--- src/rtl/cordic_req_sched.sv ---
// Round-robin scheduler sharing one pipelined CORDIC sin/cos datapath among N requesters.
// Define CORDIC_REQ_SCHED_PRIO_EN to give requester 0 fixed top priority over the others.
module cordic_req_sched #(
  parameter int W       = 12,
  parameter int N       = 4,
  parameter int LAT     = 13,
  parameter int MAX_OUT = 3
) (
  input  logic             clk,
  input  logic             rst,
  input  logic [N-1:0]     req_valid,
  output logic [N-1:0]     req_ready,
  input  logic [N-1:0]     req_func,
  input  logic [N*2*W-1:0] req_a,
  output logic [N-1:0]     rsp_valid,
  output logic [W-1:0]     rsp_data,
  output logic             cordic_start,
  output logic             cordic_func,
  output logic [2*W-1:0]   cordic_a,
  input  logic             cordic_valid,
  input  logic [W-1:0]     cordic_f,
  input  logic             drain_req,
  input  logic             resume,
  output logic             halted,
  output logic             seq_err
);
  localparam int IDW = $clog2(N);
  localparam int AW  = 2 * W;
  localparam logic [3:0] MAX_CNT = 4'(MAX_OUT);

  typedef enum logic [1:0] {
    ST_ACTIVE = 2'd0,
    ST_DRAIN  = 2'd1,
    ST_HALTED = 2'd2
  } state_t;

  state_t                  state_r, state_nxt_s;
  logic [IDW-1:0]          ptr_r, ptr_nxt_s, gnt_id_s, issue_id_r;
  logic                    gnt_s;
  logic [N-1:0]            elig_s, ready_s;
  logic [N-1:0][3:0]       cnt_r, cnt_nxt_s;
  logic                    cnt_uflow_s, cnt_idle_s;
  logic [LAT-1:0]          tag_v_r;
  logic [LAT-1:0][IDW-1:0] tag_id_r;
  logic                    tag_v_out_s;
  logic [IDW-1:0]          tag_id_out_s;
  logic                    rsp_fire_s, tag_err_s;
  logic [N-1:0]            rsp_valid_r;
  logic [W-1:0]            rsp_data_r;
  logic                    cordic_start_r, cordic_func_r;
  logic [AW-1:0]           cordic_a_r;
  logic                    halted_r, seq_err_r;

  assign tag_v_out_s  = tag_v_r[LAT-1];
  assign tag_id_out_s = tag_id_r[LAT-1];
  assign rsp_fire_s   = cordic_valid & tag_v_out_s;
  assign tag_err_s    = cordic_valid ^ tag_v_out_s;

  // Requesters that may be granted this cycle.
  always_comb begin
    elig_s = {N{1'b0}};
    for (int i = 32'sd0; i < N; i++) begin
      elig_s[i] = req_valid[i] && (cnt_r[i] < MAX_CNT) && (state_r == ST_ACTIVE) && !rst;
    end
  end

  // Arbiter: first eligible requester at or after the round-robin pointer.
  always_comb begin
    int  base;
    int  idx;
    logic hit;
    base      = 32'sd0;
    idx       = 32'sd0;
    hit       = 1'b0;
    gnt_s     = 1'b0;
    gnt_id_s  = {IDW{1'b0}};
    ptr_nxt_s = ptr_r;
`ifdef CORDIC_REQ_SCHED_PRIO_EN
    if (elig_s[0]) begin
      gnt_s = 1'b1;
    end else begin
      // Pointer lives in 1..N-1; a pointer of 0 (after reset) behaves as 1.
      base = (ptr_r == {IDW{1'b0}}) ? 32'sd0 : int'(ptr_r) - 32'sd1;
      for (int k = 32'sd0; k < N - 1; k++) begin
        idx       = 32'sd1 + (base + k) % (N - 1);
        hit       = !gnt_s && elig_s[IDW'(idx)];
        gnt_s     = gnt_s || hit;
        gnt_id_s  = hit ? IDW'(idx) : gnt_id_s;
        ptr_nxt_s = hit ? ((idx == N - 1) ? IDW'(32'sd1) : IDW'(idx + 32'sd1)) : ptr_nxt_s;
      end
    end
`else
    for (int k = 32'sd0; k < N; k++) begin
      idx       = (int'(ptr_r) + k) % N;
      hit       = !gnt_s && elig_s[IDW'(idx)];
      gnt_s     = gnt_s || hit;
      gnt_id_s  = hit ? IDW'(idx) : gnt_id_s;
      ptr_nxt_s = hit ? IDW'((idx + 32'sd1) % N) : ptr_nxt_s;
    end
`endif
    ready_s = gnt_s ? ({{(N-1){1'b0}}, 1'b1} << gnt_id_s) : {N{1'b0}};
  end

  assign req_ready = ready_s;

  // Outstanding counters: accept adds, response subtracts, never wrapping below zero.
  always_comb begin
    logic inc;
    logic dec;
    inc         = 1'b0;
    dec         = 1'b0;
    cnt_nxt_s   = cnt_r;
    cnt_uflow_s = 1'b0;
    cnt_idle_s  = 1'b1;
    for (int i = 32'sd0; i < N; i++) begin
      inc         = gnt_s && (gnt_id_s == IDW'(i));
      dec         = rsp_fire_s && (tag_id_out_s == IDW'(i));
      cnt_uflow_s = cnt_uflow_s || (dec && (cnt_r[i] == 4'd0));
      cnt_idle_s  = cnt_idle_s && (cnt_r[i] == 4'd0);
      case ({inc, dec && (cnt_r[i] != 4'd0)})
        2'b10:   cnt_nxt_s[i] = cnt_r[i] + 4'd1;
        2'b01:   cnt_nxt_s[i] = cnt_r[i] - 4'd1;
        default: cnt_nxt_s[i] = cnt_r[i];
      endcase
    end
  end

  // Drain/halt next-state logic.
  always_comb begin
    state_nxt_s = state_r;
    case (state_r)
      ST_ACTIVE: state_nxt_s = drain_req ? ST_DRAIN : ST_ACTIVE;
      ST_DRAIN:  state_nxt_s = (cnt_idle_s && !cordic_start_r) ? ST_HALTED : ST_DRAIN;
      ST_HALTED: state_nxt_s = resume ? ST_ACTIVE : ST_HALTED;
      default:   state_nxt_s = ST_ACTIVE;
    endcase
  end

  // Drain/halt state register and halted flag.
  always_ff @(posedge clk) begin
    if (rst) begin
      state_r  <= ST_ACTIVE;
      halted_r <= 1'b0;
    end else begin
      state_r  <= state_nxt_s;
      halted_r <= (state_nxt_s == ST_HALTED);
    end
  end

  // Issue registers, tag pipeline, response steering, counters and error flag.
  always_ff @(posedge clk) begin
    if (rst) begin
      ptr_r          <= {IDW{1'b0}};
      issue_id_r     <= {IDW{1'b0}};
      cordic_start_r <= 1'b0;
      cordic_func_r  <= 1'b0;
      cordic_a_r     <= {AW{1'b0}};
      tag_v_r        <= {LAT{1'b0}};
      tag_id_r       <= {(LAT*IDW){1'b0}};
      rsp_valid_r    <= {N{1'b0}};
      rsp_data_r     <= {W{1'b0}};
      cnt_r          <= {(N*4){1'b0}};
      seq_err_r      <= 1'b0;
    end else begin
      ptr_r          <= ptr_nxt_s;
      cordic_start_r <= gnt_s;
      if (gnt_s) begin
        cordic_func_r <= req_func[gnt_id_s];
        cordic_a_r    <= req_a[int'(gnt_id_s)*AW +: AW];
        issue_id_r    <= gnt_id_s;
      end
      // Stage 0 captures the strobe being driven now, so the last stage lines up with cordic_valid.
      tag_v_r[0]  <= cordic_start_r;
      tag_id_r[0] <= issue_id_r;
      for (int s = 32'sd1; s < LAT; s++) begin
        tag_v_r[s]  <= tag_v_r[s-1];
        tag_id_r[s] <= tag_id_r[s-1];
      end
      rsp_valid_r <= rsp_fire_s ? ({{(N-1){1'b0}}, 1'b1} << tag_id_out_s) : {N{1'b0}};
      if (rsp_fire_s) begin
        rsp_data_r <= cordic_f;
      end
      cnt_r     <= cnt_nxt_s;
      seq_err_r <= seq_err_r | tag_err_s | cnt_uflow_s;
    end
  end

  assign rsp_valid    = rsp_valid_r;
  assign rsp_data     = rsp_data_r;
  assign cordic_start = cordic_start_r;
  assign cordic_func  = cordic_func_r;
  assign cordic_a     = cordic_a_r;
  assign halted       = halted_r;
  assign seq_err      = seq_err_r;

endmodule

--- config.mk ---
export PLATFORM = sky130hd
export DESIGN_NAME = cordic_req_sched
export DESIGN_NICKNAME = d
export VERILOG_FILES = /design/src/rtl/cordic_req_sched.sv
export SDC_FILE = /design/constraint.sdc
export NUM_CORES = 1
export LEC_CHECK = 0
export CAP_MARGIN = 20
export CORE_UTILIZATION = 40
export DETAILED_ROUTE_END_ITERATION = 10
export PLACE_DENSITY = 0.81
export SKIP_LAST_GASP = 1
export SYNTH_ARGS = -nofsm -noshare
export SYNTH_HDL_FRONTEND = slang
export SYNTH_SLANG_ARGS = --single-unit
--- constraint.sdc ---
create_clock -name clk -period 11.5 [get_ports clk]
set_input_delay 2.875 -clock clk [delete_from_list [all_inputs] [get_ports clk]]
set_output_delay 2.875 -clock clk [all_outputs]
set_load 0.02 [all_outputs]
# == Word level (Yosys, flattened, before mapping) ==
# Cells that the tools add are included.
# classes
n_addsub,14
n_mul,1
n_div,0
order_cmp,9
n_eq_ne,17
shifts,3
muxes,31
bitwise,5
n_reduce_logical,63
# op_table
op,n
$shiftx 96x8->24,1
$logic_and 1x1->1,35
$pmux 4 s2,4
$eq 2x2->1 const B,10
$mux 2,10
$reduce_bool 4->1,5
$add 4x1->4 const B,4
$logic_not 4->1,4
$lt 2x4->1 const B,4
$lt 4x2->1 const B,4
$sub 4x1->4 const B,4
$eq 2x1->1 const B,7
$add 2x2->2 const B,5
$bmux 1 s2,5
$mux 1,10
$reduce_bool 2->1,4
$shl 1x2->4 const A,2
$logic_not 2->1,3
$logic_or 1x1->1,6
$pmux 2 s3,1
$logic_not 1->1,5
$mul 2x2->4 const B,1
$mux 4,1
$lt 2x3->1 const B,1
other kinds (6),7
# word_totals
regBits,105
latchBits,0
ram_bits,0
rom_bits,0
in_bits,121
out_inout_bits,48
elab_cells,171
memories,0

# == Longest topological paths before layout ==
# Gate-level depths: netlist of the first run.
# depth
depth_word,20
ltp_mapped,16
ltp_nobuf,13

# == Worst setup path before layout of the first run ==
# Ideal clock, no wire load.
# synth_timing
path_type,in2out
from,input req_valid[2]
to,output req_ready[0]
arrival_time_ns,4.553
required_ns,8.625
slack_ns,4.072
cell_stages,9
n_path_buf,3
path_cell_list,or3b_1 > or2_1 > buf_2 > a22o_1 > a22oi_2 > buf_6 > buf_4 > nand3_1 > inv_2
# synth_between
elab_chain_len,17
word_cells_on_any_way,30
classes_between,shift (1); mux (17); reduce/logical (12)
# synth_lines
element,line_no,text
"start, declared",11,"input logic [N-1:0] req_valid,"
$logic_and 1x1->1 (*) (3 in series),63,elig_s[i] = req_valid[i] && (cnt_r[i] < MAX_CNT) && (state_r == ST_ACTIVE) && !rst;
$bmux 1 s2,95,hit = !gnt_s && elig_s[IDW'(idx)];
$mux 1 (not written as such) (2 in series),95,
$logic_not 1->1,95,
$logic_and 1x1->1,95,
$logic_or 1x1->1,96,gnt_s = gnt_s || hit;
$logic_not 1->1,95,
$logic_and 1x1->1,95,
$logic_or 1x1->1,96,
$logic_not 1->1,95,
$logic_and 1x1->1,95,
$mux 2,97,gnt_id_s = hit ? IDW'(idx) : gnt_id_s;
$shl 1x2->4,101,"ready_s = gnt_s ? ({{(N-1){1'b0}}, 1'b1} << gnt_id_s) : {N{1'b0}};"
$mux 4 (*),101,
"end, declared",12,"output logic [N-1:0] req_ready,"
# Every way passes the cells marked *; elsewhere a longest branch is shown, timed or not. The select of a mux whose other input is x is not followed.

# == Worst setup path in the final report of the first run ==
# layout_timing
from,input req_valid[2]
to,output req_ready[3]
# Same word-level chain as after synthesis.

==> results of run 1 <==
[synth_stat cells, types with 5 or more instances]
master and n:
mux2i_1 63, nand3_1 8, dfxtp_1 105, a21o_1 5
ha_1 13, buf_2 6, nor2b_1 40, inv_1 13
nor3_1 56, o211ai_2 21, a21oi_1 21, clkbuf_1 27
o21ai_0 7, nand2_1 84, xor2_1 8, or3_1 6
nor2_1 48
[per-layer routing]
| layer | part of all wire, % | vias to the layer above | wire [µm] | GRT usage [%] |
|---|---|---|---|---|
| met1 | 41 | 2198 | 5830 | 23.9 |
| met4 | 1.5 | 0 | 218 | 6.67 |
| li1 | - | 2310 | - | - |
| met5 | 0 | - | 0 | 0 |
| met3 | 8.1 | 15 | 1150 | 5.97 |
| met2 | 49 | 184 | 7050 | 38.1 |
[stage by stage]
step	total power, µW	worst slack, ns	util (%)
finish	1010	2.77	57.5
global route	1060	2.64	57.5
CTS	1020	2.78	57.5
detailed placement	702	2.80	55.1
global placement	695	2.82	54.9
floorplan	583	4.07	-
[cells by family (layout without fill, tap and decap cells)]
family,count (synthesis),after routing,synth area share [%]
AND/OR/NAND/NOR,264,264,24.1
flip-flops,105,105,40.2
AO/OA/AOI/OAI,71,71,11.2
multiplexers,63,63,12.1
buffers and inverters,59,207,5.81
adder cells (fa/ha/maj),17,17,4.64
XOR/XNOR,12,12,2.01
[state kept, by name, indices dropped and copies added (netlist names)]
signal and count:
tag_v_r 13, rsp_valid 4, cordic_func 1, issue_id_r 2
ptr_r 2, tag_id_r 24, cnt_r 16, tag_id_out_s 2
cordic_start 1, halted 1, seq_err 1, cordic_a 24
state_r 2, rsp_data 12
[worst paths after layout]
| kind | startpoint | end | slack [ns] | cells after the start |
|---|---|---|---|---|
| max | req_valid[2] | req_ready[3] | 2.77 | 8 |
| min | tag_v_r[1] | tag_v_r[2] | 0.44 | 1 |
| max reg2reg | cnt_r[11] | cnt_r[15] | 7.76 | 14 |
| min reg2reg | tag_v_r[1] | tag_v_r[2] | 0.44 | 1 |
[final cells by class]
type,count,area (µm²)
Fill cell,1158,5390
Multi-Input combinational cell,427,2860
Sequential cell,105,2100
Timing Repair Buffer,175,1740
Clock buffer,9,225
Tap cell,172,215
Clock inverter,6,80.1
Inverter,17,63.8
[cells in the final DEF (no fill, tap or decap), drive strengths merged, types with 2 or more instances in the layout]
master,instances
or3b,2
o22ai,3
clkbuf,9
clkdlybuf4s50,167
a21oi,21
nand2,84
fa,4
ha,13
inv,21
nand3,8
o21ai,7
nor4,4
xnor2,4
nand2b,3
xor2,8
buf,8
nor2b,40
or2,2
nor3b,4
mux2i,63
a211oi,4
or3,6
nor2,48
and3,2
dfxtp,105
a21o,5
o211ai,25
nor3,56
[power groups by stage]
stage               sequential [µW]  combinational, µW  clock [µW]
finish                          415                278         319
global route                    419                299         337
CTS                             415                280         325
detailed placement              424                279           0
global placement                422                273           0
floorplan                       446                137           0
==> summary.txt, run 1 <==
Slew HR: 39.4%
maximum vdd drop: 103 µV
clk_lat worst skew: 0.35 ns
Min-Delay Path Class: register to register
status: finished clean
max-cap violation count: 0
Syn Inst Count: 591
post-synthesis sequential area ratio: 40.2%
Post-Syn Area: 5230 µm²
Post-Place Cells: 896
worst path cell trace: clkdlybuf4s50_1, or3b_1, a211oi_1, a211oi_4, buf_4, or3_1, nor2_1, clkdlybuf4s50_1
Antenna Nets Post-Route: 0
Max Fclk: 115 MHz
clock share of power: 31.5%
final hold vios: 0
final wirelength: 14.3 mm
pin count of the biggest net entering global routing: 55
Rows: 41
slew of the pin with the lowest slew margin: 0.909 ns
Post-synth EDFFs: 0
Pint: 701 µW
DR DRC count: 0
Vias/cell: 5.17
antenna cells: 0
part of the power in registers: 41.0%
layout cells sized above 1: 7.44%
Final nets: 873
final max-slew violation count: 0
Largest delay share family, worst path: buffers and inverters
total I/O pin count: 169
clock tree buffer depth: 2
Pre-antenna DRT Iters: 5
Yosys top cell by area: dfxtp_1
Switching Share: 30.7%
Ys Warns: 0
final setup violation count: 0
#FFs+latches synth: 105
P per Cell Area: 139 nW/µm²
CORE AREA: 12700 µm²
fraction of registers with async set/reset: 0%
sw power: 311 µW
# H-tree levels: 3
combinational power share: 27.5%
# Post-CTS Setup Buffers: 0
dpl hpwl: 10.4 mm
Main synth FF type: dfxtp_1
CTS clk-pin slew, worst paths: 0.07 ns
vias in the first global route: 4573
antenna violations before repair: 0
Mapped Avg Cell Area: 8.85 µm²
fin cells: 911
global-route wire length before repair: 22.0 mm
CP Max Fanout: 50
fin crit period: 8.73 ns
Die W: 116 µm
IO buf count: 168
clock root buffer: clkbuf_16
Sum Neg Setup Slack: 0 ns
CTS buffer count: 9
Final Hold Slack: 0.437 ns
die area: 13500 µm²
total global-route track usage: 21.1%
library cells used by synthesis: 45
crit-path most repeated cell: clkdlybuf4s50_1
synth top area cells: dfxtp_1 (40%), mux2i_1 (12%), nand2_1 (6.0%), nor3_1 (5.4%), o211ai_2 (5.0%)
CP max-delay cell: clkdlybuf4s50_1
Syn Nets: 729
post-cts hold buffer count: 0
startpoint type of the worst setup path: input pin
Post-CTS Resized: 0
vias: 4707
worst stage delay on the critical path: 0.66 ns
LEAKAGE: 0.00300 µW
Initial Util: 41.3%
clock skew: 0.00922 ns
wire per inst: 15.6 µm
CTS Sinks: 105
Layout area overhead: 39.1%
share of the synthesized area in the top cell type: 40.2%
TritonCTS clock tree: yes
Design Area, Final: 7280 µm²
final worst path period share: 75.9%
Die Y: 116 µm
Worst EP arrival: 5.85 ns
WP buf/inv: 3
Crit. End Element: output port
DP Area: 6980 µm²
routability cong.: 0.835
CP required: 8.63 ns
GRT overflow: 0
first-iteration detailed-routing DRC count: 437
WS Path Type: input pin to output port
RSZ-0062 raised after global routing: false
Power figures use the tool's default switching activity.
==> run 2, diff against run 1 <==
- clock period: 11.5 -> 8.85 ns (I/O delays scaled with it)
==> summary.txt, run 2 (synthesis gave the netlist of run 1 again) <==
CP required: 6.64 ns (-1.99 ns)
die area: 13500 µm² (unchanged)
# H-tree levels: 3 (unchanged)
CTS Sinks: 105 (unchanged)
routability cong.: 0.926 (+11%)
dpl hpwl: 10.4 mm (+0.60%)
DR DRC count: 0 (unchanged)
Vias/cell: 5.17 (about the same)
vias in the first global route: 4572 (-0.022%)
fin crit period: 7.40 ns
clk_lat worst skew: 0.35 ns (about the same)
DP Area: 6980 µm² (unchanged)
Max Fclk: 135 MHz
Antenna Nets Post-Route: 0 (unchanged)
Setup crit start: req_valid[0]
LEAKAGE: 0.00299 µW (-0.45%)
Rows: 41 (unchanged)
vias: 4713 (+0.13%)
WS Path Type: input pin to output port
Min-Delay Path Class: register to register
R2R setup slack: 5.11 ns (-2.65 ns)
critical path endpoint: req_ready[0]
CP Max Fanout: 21 (-58%)
commonest non-fill, non-tap cell in the layout: clkdlybuf4s50_1
Fillers: 1088 (-6.0%)
clock root buffer: clkbuf_16
final worst path period share: 83.6%
Initial Util: 41.3% (unchanged)
Place WS: 1.61 ns (-1.18 ns)
total I/O pin count: 169 (unchanged)
antenna violations before repair: 1 (+1)
final wirelength: 14.2 mm (-0.52%)
antenna cells: 0 (unchanged)
TritonCTS clock tree: yes
# Post-CTS Setup Buffers: 0 (unchanged)
Design Area, Final: 7250 µm² (-0.45%)
P per Cell Area: 176 nW/µm² (+26%)
Die W: 116 µm (unchanged)
Layout area overhead: 38.5%
RR Endpoint: cnt_r[3]
global-route wire length before repair: 22.1 mm (+0.22%)
slew of the pin with the lowest slew margin: 0.840 ns (-0.0693 ns)
final hold vios: 0 (unchanged)
status: finished clean
maximum vdd drop: 92.9 µV (-9.9%)
final setup violation count: 0 (unchanged)
CTS clk-pin slew, worst paths: 0.07 ns (about the same)
GRT overflow: 0 (unchanged)
RSZ-0062 raised after global routing: false
clock tree buffer depth: 2 (unchanged)
CORE AREA: 12700 µm² (unchanged)
max-cap violation count: 0 (unchanged)
most frequent cells in the layout: clkdlybuf4s50_1 (167), dfxtp_1 (105), nand2_1 (84)
CTS buffer count: 9 (unchanged)
final max-slew violation count: 0 (unchanged)
Final nets: 873 (unchanged)
total global-route track usage: 21.2% (+0.10 points)
Pre-antenna DRT Iters: 5 (unchanged)
post-layout util: 57.2% (-0.26 points)
Post-CTS Resized: 0 (unchanged)
layout cells sized above 1: 7.30% (-0.15 points)
wire per inst: 15.5 µm (-0.63%)
clock skew: 0.00659 ns (-0.00263 ns)
Sum Neg Setup Slack: 0 ns (unchanged)
IO buf count: 168 (unchanged)
pin count of the biggest net entering global routing: 57 (+3.6%)
Die Y: 116 µm (unchanged)
startpoint type of the worst setup path: input pin
total power: 1270 µW (+26%)
first-iteration detailed-routing DRC count: 277 (-37%)
Slew HR: 44.0% (+4.6 points)
post-cts hold buffer count: 0 (unchanged)
r2r startpoint: cnt_r[5]
post-route setup slack: 1.45 ns (-1.32 ns)
R2R depth: 12 (-2)
Worst EP arrival: 5.18 ns (-0.67 ns)
Crit. End Element: output port
-- run 2: power by group --
group	internal [µW]	leakage (µW)	switching, µW	total [µW]
Combinational	174	0.00200	188	362
Sequential	513	0.000856	26.4	539
Clock	194	0.000134	180	374
Total	880	0.00299	394	1270
-- run 2: area by class of cell --
type,count,area [µm²],share of cell area [%]
inverters,17,63.8,0.880
well taps,172,215,2.97
clock buffers,11,233,3.21
multi-input cells,427,2860,39.4
repair buffers,175,1740,24.0
clock inverters,5,40.0,0.552
flip-flops and latches,105,2100,29.0
-- run 2: metal layers --
| metal | track usage [%] | up-vias | routed length, µm |
|---|---|---|---|
| met2 | 38.7 | 199 | 6830 |
| met1 | 23.2 | 2170 | 5730 |
| li1 | - | 2304 | - |
| met3 | 5.09 | 38 | 1190 |
| met4 | 9.74 | 2 | 412 |
| met5 | 0 | - | 10 |
-- run 2: worst min path at each step --
stage	start	to	depth (start not counted)
final	tag_v_r[2]	tag_v_r[3]	1
after global routing	tag_v_r[0]	tag_v_r[1]	1
after CTS	tag_v_r[2]	tag_v_r[3]	1
after detailed placement	tag_v_r[2]	tag_v_r[3]	1
after global placement	tag_v_r[1]	tag_v_r[2]	1
after floorplan	tag_id_r[22]	tag_id_out_s[0]	1
-- run 2: critical path, stage by stage --
cell and delay (ns):
clkdlybuf4s50_1 0.51, nor3b_1 0.30, nand3_1 0.21, a211oi_4 0.76, or3_1 0.34, nand3_1 0.17, inv_2 0.08, clkdlybuf4s50_1 0.59
-- run 2: metrics by stage --
step	instances	hold WS, ns
2_1_floorplan	591	0.414
3_3_place_gp	895	0.418
3_5_place_dp	896	0.423
4_1_cts	912	0.440
5_1_grt	912	0.456
6_report	912	0.436
